File: config.mk
export PLATFORM = sky130hd
export DESIGN_NAME = pipe_hazard_regs
export DESIGN_NICKNAME = d
export VERILOG_FILES = /design/src/rtl/pipe_pkg.sv /design/src/rtl/pipe_fwd_unit.sv /design/src/rtl/pipe_hazard_regs.sv
export SDC_FILE = /design/constraint.sdc
export NUM_CORES = 1
export LEC_CHECK = 0
export BUFFER_PORTS_ARGS = -buffer_cell sky130_fd_sc_hd__buf_4
export CAP_MARGIN = 20
export CORE_AREA = 3 3 244 246
export CTS_BUF_LIST = sky130_fd_sc_hd__clkbuf_8
export DETAILED_ROUTE_END_ITERATION = 7
export DIE_AREA = 0 0 247 249
export MAX_ROUTING_LAYER = met4
export SLEW_MARGIN = 20
export SYNTH_ARGS = -nofsm -noshare
export SYNTH_HDL_FRONTEND = slang
export SYNTH_HIERARCHICAL = 1
export SYNTH_SLANG_ARGS = --single-unit
File: constraint.sdc
create_clock -name clk -period 17.5 [get_ports clk]
set_clock_uncertainty 0.1 [all_clocks]
set_input_delay 0.875 -clock clk [delete_from_list [all_inputs] [get_ports clk]]
set_output_delay 0.875 -clock clk [all_outputs]
set_load 0.03 [all_outputs]
File: src/rtl/pipe_pkg.sv
// Shared definitions for the 5-stage pipeline backbone: control-word bit
// positions, forwarding select encodings and the canonical NOP.
package pipe_pkg;

    localparam int CTRL_REGWRITE  = 0;
    localparam int CTRL_MEMTOREG  = 1;
    localparam int CTRL_MEMREAD   = 2;
    localparam int CTRL_MEMWRITE  = 3;
    localparam int CTRL_BRANCH_LO = 4;
    localparam int CTRL_BRANCH_HI = 5;
    localparam int CTRL_ALUSRC    = 6;
    localparam int CTRL_ALUOP_LO  = 7;
    localparam int CTRL_ALUOP_HI  = 8;
    localparam int CTRL_JUMP      = 9;

    localparam logic [1:0] FWD_IDEX  = 2'b00;
    localparam logic [1:0] FWD_EXMEM = 2'b10;
    localparam logic [1:0] FWD_MEMWB = 2'b01;

    localparam logic [31:0] NOP_INSTR = 32'h0000_0000;

endpackage

File: src/rtl/pipe_fwd_unit.sv
// Forwarding compare for one ALU operand: picks EX/MEM, then MEM/WB, else ID/EX.
module pipe_fwd_unit
    import pipe_pkg::*;
#(
    parameter int REG_ADDR_W = 5
) (
    input  logic [REG_ADDR_W-1:0] src_reg,
    input  logic                  exmem_regwrite,
    input  logic [REG_ADDR_W-1:0] exmem_wreg,
    input  logic                  memwb_regwrite,
    input  logic [REG_ADDR_W-1:0] memwb_wreg,
    output logic [1:0]            sel
);

    localparam logic [REG_ADDR_W-1:0] REG_ZERO = {REG_ADDR_W{1'b0}};

    // Younger producer (EX/MEM) wins; register $0 never forwards.
    always_comb begin
        sel = FWD_IDEX;
        if (exmem_regwrite && (exmem_wreg != REG_ZERO) && (exmem_wreg == src_reg)) begin
            sel = FWD_EXMEM;
        end else if (memwb_regwrite && (memwb_wreg != REG_ZERO) && (memwb_wreg == src_reg)) begin
            sel = FWD_MEMWB;
        end else begin
            sel = FWD_IDEX;
        end
    end

endmodule

File: src/rtl/pipe_hazard_regs.sv
// Pipeline registers, load-use stall, redirect flush and forwarding selects.
// Optional macro PIPE_WB_BYPASS_EN: ID/EX latches the writeback value on a MEM/WB hit.
module pipe_hazard_regs
    import pipe_pkg::*;
#(
    parameter int DATA_W     = 32,
    parameter int REG_ADDR_W = 5,
    parameter int CTRL_W     = 10
) (
    input  logic                  clk,
    input  logic                  reset,
    input  logic [DATA_W-1:0]     if_pc4,
    input  logic [31:0]           if_instr,
    input  logic [CTRL_W-1:0]     id_ctrl,
    input  logic [DATA_W-1:0]     id_rd1,
    input  logic [DATA_W-1:0]     id_rd2,
    input  logic [DATA_W-1:0]     id_imm,
    input  logic [REG_ADDR_W-1:0] id_wreg,
    input  logic [DATA_W-1:0]     ex_alu,
    input  logic [DATA_W-1:0]     ex_store,
    input  logic                  ex_redirect,
    input  logic [DATA_W-1:0]     mem_rdata,
    output logic                  pc_stall,
    output logic [DATA_W-1:0]     ifid_pc4,
    output logic [31:0]           ifid_instr,
    output logic [CTRL_W-1:0]     idex_ctrl,
    output logic [DATA_W-1:0]     idex_rd1,
    output logic [DATA_W-1:0]     idex_rd2,
    output logic [DATA_W-1:0]     idex_imm,
    output logic [REG_ADDR_W-1:0] idex_rs,
    output logic [REG_ADDR_W-1:0] idex_rt,
    output logic [REG_ADDR_W-1:0] idex_wreg,
    output logic [CTRL_W-1:0]     exmem_ctrl,
    output logic [DATA_W-1:0]     exmem_alu,
    output logic [DATA_W-1:0]     exmem_wdata,
    output logic [REG_ADDR_W-1:0] exmem_wreg,
    output logic [CTRL_W-1:0]     memwb_ctrl,
    output logic [DATA_W-1:0]     memwb_alu,
    output logic [DATA_W-1:0]     memwb_rdata,
    output logic [REG_ADDR_W-1:0] memwb_wreg,
    output logic [1:0]            fwd_a,
    output logic [1:0]            fwd_b
);

    localparam logic [DATA_W-1:0]     DATA_ZERO = {DATA_W{1'b0}};
    localparam logic [CTRL_W-1:0]     CTRL_ZERO = {CTRL_W{1'b0}};
    localparam logic [REG_ADDR_W-1:0] REG_ZERO  = {REG_ADDR_W{1'b0}};

    logic [REG_ADDR_W-1:0] ifid_rs_s;
    logic [REG_ADDR_W-1:0] ifid_rt_s;
    logic                  load_use_s;
    logic [DATA_W-1:0]     id_rd1_sel_s;
    logic [DATA_W-1:0]     id_rd2_sel_s;

    assign ifid_rs_s = ifid_instr[21 +: REG_ADDR_W];
    assign ifid_rt_s = ifid_instr[16 +: REG_ADDR_W];

    // Load in EX whose destination is read by the instruction in ID.
    always_comb begin
        load_use_s = 1'b0;
        if (idex_ctrl[CTRL_MEMREAD] && (idex_wreg != REG_ZERO) &&
            ((idex_wreg == ifid_rs_s) || (idex_wreg == ifid_rt_s))) begin
            load_use_s = 1'b1;
        end else begin
            load_use_s = 1'b0;
        end
    end

    // A redirect discards the stalled instruction anyway, so it overrides the stall.
    assign pc_stall = load_use_s & ~ex_redirect;

`ifdef PIPE_WB_BYPASS_EN
    logic [DATA_W-1:0] wb_val_s;
    logic              wb_live_s;

    // Substitute the value being written back this cycle for a stale register-file read.
    always_comb begin
        wb_val_s     = memwb_ctrl[CTRL_MEMTOREG] ? memwb_rdata : memwb_alu;
        wb_live_s    = memwb_ctrl[CTRL_REGWRITE] && (memwb_wreg != REG_ZERO);
        id_rd1_sel_s = id_rd1;
        id_rd2_sel_s = id_rd2;
        if (wb_live_s && (memwb_wreg == ifid_rs_s)) begin
            id_rd1_sel_s = wb_val_s;
        end else begin
            id_rd1_sel_s = id_rd1;
        end
        if (wb_live_s && (memwb_wreg == ifid_rt_s)) begin
            id_rd2_sel_s = wb_val_s;
        end else begin
            id_rd2_sel_s = id_rd2;
        end
    end
`else
    assign id_rd1_sel_s = id_rd1;
    assign id_rd2_sel_s = id_rd2;
`endif

    // IF/ID: flush on redirect, hold on load-use stall, else capture fetch.
    always_ff @(posedge clk or posedge reset) begin
        if (reset) begin
            ifid_pc4   <= DATA_ZERO;
            ifid_instr <= NOP_INSTR;
        end else if (ex_redirect) begin
            ifid_pc4   <= DATA_ZERO;
            ifid_instr <= NOP_INSTR;
        end else if (load_use_s) begin
            ifid_pc4   <= ifid_pc4;
            ifid_instr <= ifid_instr;
        end else begin
            ifid_pc4   <= if_pc4;
            ifid_instr <= if_instr;
        end
    end

    // ID/EX: bubble on redirect or stall, else capture decode.
    always_ff @(posedge clk or posedge reset) begin
        if (reset) begin
            idex_ctrl <= CTRL_ZERO;
            idex_rd1  <= DATA_ZERO;
            idex_rd2  <= DATA_ZERO;
            idex_imm  <= DATA_ZERO;
            idex_rs   <= REG_ZERO;
            idex_rt   <= REG_ZERO;
            idex_wreg <= REG_ZERO;
        end else if (ex_redirect || load_use_s) begin
            idex_ctrl <= CTRL_ZERO;
            idex_rd1  <= DATA_ZERO;
            idex_rd2  <= DATA_ZERO;
            idex_imm  <= DATA_ZERO;
            idex_rs   <= REG_ZERO;
            idex_rt   <= REG_ZERO;
            idex_wreg <= REG_ZERO;
        end else begin
            idex_ctrl <= id_ctrl;
            idex_rd1  <= id_rd1_sel_s;
            idex_rd2  <= id_rd2_sel_s;
            idex_imm  <= id_imm;
            idex_rs   <= ifid_rs_s;
            idex_rt   <= ifid_rt_s;
            idex_wreg <= id_wreg;
        end
    end

    // EX/MEM: always advances, including the redirecting instruction.
    always_ff @(posedge clk or posedge reset) begin
        if (reset) begin
            exmem_ctrl  <= CTRL_ZERO;
            exmem_alu   <= DATA_ZERO;
            exmem_wdata <= DATA_ZERO;
            exmem_wreg  <= REG_ZERO;
        end else begin
            exmem_ctrl  <= idex_ctrl;
            exmem_alu   <= ex_alu;
            exmem_wdata <= ex_store;
            exmem_wreg  <= idex_wreg;
        end
    end

    // MEM/WB: always advances; MemtoReg selection happens downstream.
    always_ff @(posedge clk or posedge reset) begin
        if (reset) begin
            memwb_ctrl  <= CTRL_ZERO;
            memwb_alu   <= DATA_ZERO;
            memwb_rdata <= DATA_ZERO;
            memwb_wreg  <= REG_ZERO;
        end else begin
            memwb_ctrl  <= exmem_ctrl;
            memwb_alu   <= exmem_alu;
            memwb_rdata <= mem_rdata;
            memwb_wreg  <= exmem_wreg;
        end
    end

    pipe_fwd_unit #(.REG_ADDR_W(REG_ADDR_W)) u_fwd_a (
        .src_reg        (idex_rs),
        .exmem_regwrite (exmem_ctrl[CTRL_REGWRITE]),
        .exmem_wreg     (exmem_wreg),
        .memwb_regwrite (memwb_ctrl[CTRL_REGWRITE]),
        .memwb_wreg     (memwb_wreg),
        .sel            (fwd_a)
    );

    pipe_fwd_unit #(.REG_ADDR_W(REG_ADDR_W)) u_fwd_b (
        .src_reg        (idex_rt),
        .exmem_regwrite (exmem_ctrl[CTRL_REGWRITE]),
        .exmem_wreg     (exmem_wreg),
        .memwb_regwrite (memwb_ctrl[CTRL_REGWRITE]),
        .memwb_wreg     (memwb_wreg),
        .sel            (fwd_b)
    );

endmodule

==> results.md <==
- Average size of a mapped cell: 14.8 µm²
- Ports: 622
- Syn nets: just over 1,000
- CP max stage delay: just over 0.7 ns
- Largest family of logic cells by synthesized area: simple AND/OR/NAND/NOR gates
- Gr ovfl total: 0
- Fin area: 18,200 µm²
- Via density: 3.84
- Status: finished clean
- Tmin final: 4.33 ns
- Peak supply drop: 0.0000550 V
- Initial antenna violation count: 6
- Type of destination of the critical path: output port
- Worst path required time: 16.52 ns
- Wire per inst: 18.7 µm
- Die width: 247 µm
- Post-CTS Setup Repair Bufs: 0
- Initial drt markers: about 410
- Hold WS: roughly 0.26 ns
- Worst hold path class: primary input to flop
- # hold bufs at CTS: 0
- Slew Viols, Final: 0
- Complex-gate fraction of the synthesized area: about 3.6%
- CP Launch Type: flop
- PwrDens: around 110 nW/µm²
- M2 GR Usage: 22.1%
- Layout Nets: around 1,700
- Worst-Margin Slew: around 1.1 ns
- CP Buf/Inv Count: 2
- Post-CTS sizing: 0
- Critical-path top delay cell: and2_4
- Ys Warns: 6
- Root buffer cell: clkbuf_8
- H-tree Lvls: 3
- Number of global-route vias before repair: 9,262
- Crit-path leading delay family: simple AND/OR/NAND/NOR gates
- Adder-Cell Fraction of Synth Area: 0%
- EDFF count, synth: 0
- WS Path Type: flop to output port
- Area growth from synthesis to layout: 60.7%
- Synth cell types: 29
- Seq/Total Area, Yosys: 75.9%
- Worst path arrival time: 3.35 ns
- Crit-path cells: xnor2_1, nand3_1, o22ai_4, buf_4, and2_4, nor2b_1, buf_4
- Met3 usage: 4.90%
- Most common cell on crit path: buf_4
- Critical-path maximum fanout: between 60 and 70
- Routed WL: roughly 42 mm
- Clock sinks: 343
- Largest net degree at the start of global routing: between 150 and 200
- Final setup violating endpoints: 0
- Unrepaired setup endpoints after global routing: false
- GPL Wtd Cong: between 0.8 and 0.9
- Clk buf depth: 3
- Die area: 61,500 µm²
- DRC: 0
- Worst-skew pair later-pin latency: a little over 0.6 ns
- Vias: about 8,600
- CTS tree: done
- Post-synthesis mux area share: 0%
- Final hold vios: 0
- Total core area: 57,600 µm²
- Die H: 249 µm
- Cells after Synth: 765
- Post-DP HPWL: 31.1 mm
- Final period util: 24.7%
- Post-Synth Simple-Gate Area: between 10% and 20%
- Synth Area in XOR/XNOR: 2.01%
- Primary FF master, synth: dfrtp_1
- # fillers: roughly 5,800
- Worst slew margin: 29.1%
- Row count: roughly 90
- Total Power: 1.98 mW
- Clock-pin transition on the worst setup and hold timing paths: 0.06 ns
- Global routing's busiest layer: met2
- PortBufs: 621
- Post-Syn Area: between 10,000 and 15,000 µm²
- Maxcap violations: 0
- Setup TNS: 0 ns
- Drt pass-1 iters: 5
- Leakage power total: 8.90 nW
- Global-route wire length before repair: 60.4 mm
- Global Route met1 Usage: ~15%
- Fmax achieved: 231 MHz
- Num CTS Buffers: 66
- Register bit total from synthesis: about 340
- Layout cells sized above 1: 50.8%
- Async S/R FF share, synth: 100%
- Placed inst area: ~17,000 µm²
- Post-route ant nets: 0
- Global Route Usage Sum: between 10% and 20%
- Initial core utilization: 19.6%
## layer usage
layer  vias up  part of all wire, %
met5         -                    0
met4         0                  2.7
met3        73                  9.4
met2       409                   49
met1      4234                   39
li1       3844                    -
## cells by family after synthesis
kind of cell | count (synthesis)
AO/OA/AOI/OAI | 73
XOR/XNOR | 26
buffers and inverters | 49
flip-flops | 343
AND/OR/NAND/NOR | 274
## worst paths after layout
| check | from | end | slack, ns | depth (start not counted) |
|---|---|---|---|---|
| worst max-delay path | idex_wreg[4]$_DFF_PP0_ | pc_stall | 13.17 | 7 |
| worst min-delay path | ex_alu[17] | exmem_alu[17]$_DFF_PP0_ | 0.26 | 1 |
| worst max register to register | idex_wreg[4]$_DFF_PP0_ | ifid_instr[12]$_DFFE_PP0P_ | 14.64 | 6 |
| worst min register to register | exmem_alu[19]$_DFF_PP0_ | memwb_alu[19]$_DFF_PP0_ | 0.28 | 0 |
| max in group asynchronous | reset | idex_imm[8]$_DFF_PP0_ | 15.48 | 3 |
| min in group asynchronous | reset | exmem_wdata[9]$_DFF_PP0_ | 0.28 | 2 |
## registers in the layout, indices dropped and copies added, names as in the netlist, 10 cells and up
signal       flops
memwb_ctrl      10
idex_ctrl       10
ifid_pc4        32
ifid_instr      32
memwb_rdata     32
idex_rd2        32
idex_rd1        32
idex_imm        32
memwb_alu       32
exmem_ctrl      10
exmem_alu       32
exmem_wdata     32
## Yosys cell counts, types with 4 or more instances
cell type / instances / area, µm²
o21ai_0: 42 / 210
clkbuf_1: 25 / 93.8
nand4b_1: 64 / 561
xor2_1: 6 / 52.6
xnor2_1: 20 / 175
buf_6: 4 / 45.0
buf_1: 6 / 22.5
and2_1: 122 / 763
clkbuf_2: 9 / 45.0
o21ai_1: 22 / 110
nor3_1: 4 / 20.0
nand2b_1: 64 / 400
nand3_1: 6 / 30.0
nand2_1: 6 / 22.5
dfrtp_1: 343 / 8580
## layout by cell type, fill, tap and decap left out, drive strengths merged, types with 3 or more instances in the layout
master,netlist,layout
xnor2,20,20
diode,0,6
nor3,6,6
xor2,6,6
clkbuf,34,82
a21oi,3,3
clkinv,0,9
o21ai,64,64
nand3,6,6
nand2b,64,64
buf,14,628
dfrtp,343,343
clkinvlp,0,4
inv,1,16
nand4b,64,64
and2,122,122
nand2,6,6
## power breakdown
part	internal [mW]	switching, mW
Sequential	0.839	0.0268
Combinational	0.121	0.186
Clock	0.457	0.349
## layout make-up
type	count	area, µm²	area share (%)
Tap cell	765	957	5.27
Inverter	1	11.3	0.0620
Sequential cell	343	8580	47.2
Timing Repair Buffer	628	4730	26.0
Antenna cell	6	15.0	0.0826
Clock inverter	30	231	1.27
Clock buffer	82	1130	6.21
Multi-Input combinational cell	373	2510	13.8
## per-stage QoR
step	setup slack [ns]	std cells	util, %
floorplan	7.02	765	-
global placement	13.46	2110	29.2
detailed placement	13.41	2110	29.2
CTS	12.69	2222	31.5
global route	12.89	2228	31.6
finish	13.17	2228	31.6
(Power assumes the default switching activity.)
